File: src/rtl/player_hit_pkg.sv
// player_hit_pkg: shared state type, widths and culprit-select helper for player_hit_manager
package player_hit_pkg;

    typedef enum logic [1:0] {ALIVE, INVULN, DEAD} state_t;

    localparam int LIVES_W     = 3;
    localparam int FRAME_CNT_W = 8;
    localparam int MAX_POOPS   = 32;

    // Keeps only the lowest set bit (v & -v); all-zero input gives all-zero output
    function automatic logic [MAX_POOPS-1:0] lsb_onehot(input logic [MAX_POOPS-1:0] v);
        return v & (~v + MAX_POOPS'(1));
    endfunction

endpackage

File: src/rtl/frame_down_counter.sv
// frame_down_counter: loadable down-counter stepped by frame strobes, flags the 1->0 step
module frame_down_counter #(
    parameter int W = 8
) (
    input  logic         clk_i,
    input  logic         rst_i,
    input  logic         load_i,
    input  logic         en_i,
    input  logic [W-1:0] val_i,
    output logic         tc_o
);
    logic [W-1:0] cnt_q;

    assign tc_o = en_i && cnt_q == W'(1);

    // Load wins over decrement; the count parks at zero
    always_ff @(posedge clk_i or posedge rst_i) begin
        if (rst_i)
            cnt_q <= '0;
        else if (load_i)
            cnt_q <= val_i;
        else if (en_i && cnt_q != '0)
            cnt_q <= cnt_q - W'(1);
    end

endmodule

File: src/rtl/player_hit_manager.sv
// player_hit_manager: counts player hits, kills the culprit poop, runs invulnerability and game-over.
// Optional INVULN_BLINK_EN: blink the player during the invulnerability window.
module player_hit_manager
    import player_hit_pkg::*;
#(
    parameter int LIVES_INIT    = 3,
    parameter int INVULN_FRAMES = 60,
    parameter int BLINK_FRAMES  = 8,
    parameter int NUM_POOPS     = 8
) (
    input  logic                 clk,
    input  logic                 reset,
    input  logic                 startOfFrame,
    input  logic                 SingleHitPulse,
    input  logic [NUM_POOPS-1:0] poopsDrawingRequest,
    input  logic                 gameRestart,
    output logic [NUM_POOPS-1:0] poopKillPulse,
    output logic                 hitEvent,
    output logic [LIVES_W-1:0]   lives,
    output logic                 playerVisible,
    output logic                 gameOver
);
    if (LIVES_INIT < 1 || LIVES_INIT > 7 || INVULN_FRAMES < 1 || INVULN_FRAMES > 255 ||
        BLINK_FRAMES < 1 || BLINK_FRAMES > INVULN_FRAMES ||
        NUM_POOPS < 1 || NUM_POOPS > MAX_POOPS) begin : g_bad_params
        $error("player_hit_manager: parameter out of range");
    end

    state_t               state_q;
    logic                 hit_q;
    logic [NUM_POOPS-1:0] req_q;
    logic [NUM_POOPS-1:0] kill_q;
    logic [NUM_POOPS-1:0] kill_d;
    logic                 hit_ev_q;
    logic [LIVES_W-1:0]   lives_q;
    logic                 vis_q;
    logic                 over_q;
    logic                 hit_take;
    logic                 last_life;
    logic                 inv_load;
    logic                 inv_en;
    logic                 inv_tc;
    logic                 blink_tc;
    logic                 vis_entry;

    // req_q lags one cycle so it holds the collision cycle that raised the pulse
    assign hit_take  = SingleHitPulse && !hit_q && state_q == ALIVE && !gameRestart;
    assign last_life = lives_q == LIVES_W'(1);
    assign kill_d    = NUM_POOPS'(lsb_onehot(MAX_POOPS'(req_q)));
    assign inv_load  = gameRestart || hit_take;
    assign inv_en    = startOfFrame && state_q == INVULN;

    frame_down_counter #(.W(FRAME_CNT_W)) u_invuln (
        .clk_i (clk),
        .rst_i (reset),
        .load_i(inv_load),
        .en_i  (inv_en),
        .val_i (gameRestart ? '0 : FRAME_CNT_W'(INVULN_FRAMES)),
        .tc_o  (inv_tc)
    );

`ifdef INVULN_BLINK_EN
    frame_down_counter #(.W(FRAME_CNT_W)) u_blink (
        .clk_i (clk),
        .rst_i (reset),
        .load_i(inv_load || blink_tc),
        .en_i  (inv_en),
        .val_i (gameRestart ? '0 : FRAME_CNT_W'(BLINK_FRAMES)),
        .tc_o  (blink_tc)
    );
    assign vis_entry = 1'b0;
`else
    assign blink_tc  = 1'b0;
    assign vis_entry = 1'b1;
`endif

    assign poopKillPulse = kill_q;
    assign hitEvent      = hit_ev_q;
    assign lives         = lives_q;
    assign playerVisible = vis_q;
    assign gameOver      = over_q;

    // Hit-accounting FSM with registered outputs; restart overrides everything else
    always_ff @(posedge clk or posedge reset) begin
        if (reset) begin
            state_q  <= ALIVE;
            hit_q    <= 1'b0;
            req_q    <= '0;
            kill_q   <= '0;
            hit_ev_q <= 1'b0;
            lives_q  <= LIVES_W'(LIVES_INIT);
            vis_q    <= 1'b1;
            over_q   <= 1'b0;
        end else begin
            hit_q    <= SingleHitPulse;
            req_q    <= poopsDrawingRequest;
            kill_q   <= hit_take ? kill_d : '0;
            hit_ev_q <= hit_take;
            if (gameRestart) begin
                state_q <= ALIVE;
                lives_q <= LIVES_W'(LIVES_INIT);
                vis_q   <= 1'b1;
                over_q  <= 1'b0;
            end else if (hit_take) begin
                lives_q <= lives_q - LIVES_W'(1);
                state_q <= last_life ? DEAD : INVULN;
                vis_q   <= last_life ? 1'b0 : vis_entry;
                over_q  <= last_life;
            end else if (inv_tc) begin
                state_q <= ALIVE;
                vis_q   <= 1'b1;
            end else if (state_q == INVULN && blink_tc) begin
                vis_q   <= !vis_q;
            end
        end
    end

endmodule

File: config.mk
export PLATFORM = sky130hd
export DESIGN_NAME = player_hit_manager
export DESIGN_NICKNAME = d
export VERILOG_FILES = /design/src/rtl/player_hit_pkg.sv /design/src/rtl/frame_down_counter.sv /design/src/rtl/player_hit_manager.sv
export SDC_FILE = /design/constraint.sdc
export NUM_CORES = 1
export LEC_CHECK = 0
export ABC_AREA = 1
export BUFFER_PORTS_ARGS = -buffer_cell sky130_fd_sc_hd__buf_2
export CAP_MARGIN = 10
export CORE_MARGIN = 2
export CORE_UTILIZATION = 35
export CTS_CLUSTER_DIAMETER = 100
export DETAILED_ROUTE_END_ITERATION = 8
export PLACE_DENSITY_LB_ADDON = 0.25
export RECOVER_POWER = 50
export REMOVE_ABC_BUFFERS = 1
export SKIP_CTS_REPAIR_TIMING = 1
export SLEW_MARGIN = 10
export SYNTH_ARGS = -nofsm -noshare
export SYNTH_HDL_FRONTEND = slang
export SYNTH_SLANG_ARGS = --single-unit
File: constraint.sdc
create_clock -name clk -period 1.4 [get_ports clk]
set_clock_uncertainty 0.1 [all_clocks]
set_input_delay 0.14 -clock clk [delete_from_list [all_inputs] [get_ports clk]]
set_output_delay 0.14 -clock clk [all_outputs]
set_load 0.02 [all_outputs]
==> flow_metrics.py <==
metrics = {
    "outcome": {
        "outcome": "finished clean",
    },
    "routing": {
        "drt_iter0_drc": 22,
        "routed_via_density": 4.526,
        "routed_wl_um": 2981,
        "via_count": 1204,
        "firstDrtPassIters": 4,
        "drc": 0,
        "postRouteAntennaNets": 0,
        "wl_per_cell_um": 11.21,
    },
    "grt": {
        "gr-total-overflow": 0,
        "grt_pass1_wl_um": 4678,
        "grt_max_degree": 34,
        "gr-usage-all-layers_pct": 13.98,
        "grt_pass1_vias": 1064,
        "antenna_found_initial": 0,
    },
    "clock_network": {
        "numCtsBuffers": 5,
        "cts_tree": "built",
        "clk_latency_ps": 280,
        "clkSinkCount": 33,
        "clk_path_buf_depth": 2,
        "cts_root_buf": "clkbuf_8",
        "clkSlewWorstSetupHoldPaths_ps": 70,
        "htree_num_levels": 2,
    },
    "critical_path": {
        "r2r-start": "u_invuln.cnt_q[1]",
        "max_stage_delay_ps": 390,
        "arrival_ps": 1460,
        "crit_fanout": 7,
        "path_cells": "inv_2, ha_2, nand2_2, o21ai_4, nand2_4, clkinv_2, nand2_1, nand2_1",
        "path_class": "register to register",
        "slowest_stage": "dfrtp_1",
        "regToRegEndpoint": "u_invuln.cnt_q[3]",
        "crit_top_cell": "nand2_1",
        "cp-end-kind": "register",
        "r2r_slack_ps": 60,
        "cp_data_required_time_ps": 1520,
        "r2r_cells": 8,
        "worst_setup_path_start_kind": "register",
    },
    "die": {
        "num_rows": 23,
        "core-area_um2": 4000,
        "dieArea_um2": 4712,
        "io_pins": 27,
        "die_h_um": 68.65,
        "die_w_um": 68.65,
        "start_util_pct": 36.57,
    },
    "synth": {
        "async_reset_ff_share_pct": 100.0,
        "ys_types": 24,
        "synth_edf_count": 0,
        "synth_most_common_cell": "nand2_1",
        "synth_seq_cells": 33,
        "synth_top_cells_by_count": "36 x nand2_1, 30 x dfrtp_1, 21 x inv_1",
        "ys.flop_type": "dfrtp_1",
        "yosysTopAreaCellShare_pct": 51.33,
        "synthCells": 161,
        "synth.area.top_cells": "dfrtp_1 51%, nand2_1 9.2%, dfstp_2 5.4%, inv_1 5.4%, nand3_1 5.1%",
        "synth.avg_cell_area_um2": 9.085,
        "ys_seq_area_share_pct": 56.72,
        "synth_top_cell_by_area": "dfrtp_1",
        "synth_area_um2": 1463,
        "synth_warnings": 0,
    },
    "placement": {
        "port_buffers": 26,
        "placed_area_um2": 1730,
        "routabilityCongestion": 0.8141,
        "dp_hpwl_um": 2067,
    },
    "run": {
        "maxCapViolations": 0,
    },
    "layout": {
        "diodes": 0,
        "syn_to_final_growth_pct": 36.27,
        "nNetsFinal": 233,
        "drive_gt1_share_pct": 33.80,
        "fillers": 383,
        "design_area_um2": 1993,
        "finish.utilization_pct": 49.83,
    },
    "timing": {
        "max_slew.worst_pin.slew_ps": 802.4,
        "rsz0062_at_grt": "yes",
        "whs_ps": 45.55,
        "fin_crit_ps": 1337,
        "slew_headroom_pct": 46.51,
        "setup_viol": 0,
        "finalMaxSlewViolations": 0,
        "hold_viol": 0,
        "fmax_mhz": 747.8,
        "fin_crit_sh_pct": 95.52,
        "fin_setup_tns_ps": 0,
    },
    "power_and_ir_drop": {
        "vdd_drop_max_mv": 0.7705,
        "power.total_uw": 2526,
        "p_leak_uw": 0.001047,
        "power_per_cell_area_nw_per_um2": 1267,
    },
    "worst_hold_path": {
        "hold_path_class": "input pin to register",
        "worst_hold_path.num_cells": 2,
        "holdPathEnd": "hitEvent",
        "hp-start": "gameRestart",
    },
}
[flip-flops by register name (all words and copies together) (netlist names)]
| signal | count |
|---|---|
| hit_q | 1 |
| u_invuln.cnt_q | 8 |
| gameOver | 1 |
| state_q | 2 |
| poopKillPulse | 8 |
| req_q | 8 |
| hitEvent | 1 |
| lives | 3 |
| playerVisible | 1 |
[power by group]
group	internal, uW	switching, uW
clock network	532	364
logic	220	306
registers	1030	71.5
total	1780	741
[layer usage]
metal  part of all wire (%)  GRT usage [%]  vias to the layer above
li1                       -              -                      616
met4                    2.5          7.750                        0
met3                    4.0          3.896                        9
met1                     46          17.15                      553
met5                      0              0                        -
met2                     47          22.12                       26
[worst max-delay path, delay by kind of cell, from the launching register on]
kind / cells / cell delay [ps]
DFF: 1 / 390
buffers and inverters: 2 / 170
and+or+nand+nor: 4 / 280
AOI/OAI and AO/OA: 1 / 160
adders and majority gates: 1 / 180
[final cells by class]
| class | instances | area [um^2] | share of cell area (%) |
|---|---|---|---|
| clock inverters | 3 | 46.29 | 2.323 |
| inverters | 23 | 87.58 | 4.394 |
| clock buffers | 5 | 68.82 | 3.453 |
| flip-flops and latches | 33 | 829.5 | 41.62 |
| multi-input cells | 104 | 580.6 | 29.13 |
| well taps | 50 | 62.56 | 3.139 |
| repair buffers | 48 | 317.8 | 15.94 |
[worst max-delay path by stage]
stage / start / endpoint / cells after the start
2_1_floorplan: u_invuln.cnt_q[0] / u_invuln.cnt_q[4] / 7
3_3_place_gp: u_invuln.cnt_q[1] / u_invuln.cnt_q[3] / 8
3_5_place_dp: u_invuln.cnt_q[1] / u_invuln.cnt_q[7] / 8
4_1_cts: u_invuln.cnt_q[1] / u_invuln.cnt_q[7] / 8
5_1_grt: u_invuln.cnt_q[0] / u_invuln.cnt_q[3] / 8
6_report: u_invuln.cnt_q[1] / u_invuln.cnt_q[3] / 8
[through the flow]
step | cells | setup slack, ps
4_1_cts | 255 | -28.84
3_5_place_dp | 247 | -12.29
2_1_floorplan | 160 | 36.96
5_1_grt | 266 | -40.08
6_report | 266 | 62.78
3_3_place_gp | 247 | -4.767
[placed cells by master (no fill, tap or decap), types with 2 or more instances in the layout]
| cell type | n |
|---|---|
| nand2_1 | 35 |
| dfrtp_1 | 30 |
| buf_2 | 26 |
| inv_1 | 18 |
| nand3_1 | 15 |
| nor2_1 | 14 |
| buf_4 | 11 |
| dlygate4sd3_1 | 10 |
| nor2_2 | 6 |
| o21ai_0 | 5 |
| clkbuf_8 | 5 |
| nand2_2 | 4 |
| inv_2 | 4 |
| nand4_1 | 4 |
| o21ai_1 | 3 |
| ha_1 | 3 |
| dfstp_2 | 3 |
| nor2_4 | 2 |
| nor3_1 | 2 |
| ha_2 | 2 |
[logic make-up after synthesis]
family | count (synthesis) | synth area share, %
fa+ha+maj | 5 | 4.277
compound gates | 13 | 5.303
simple gates | 86 | 27.20
buf+inv | 24 | 6.501
flops | 33 | 56.72
(Power assumes the default switching activity.)
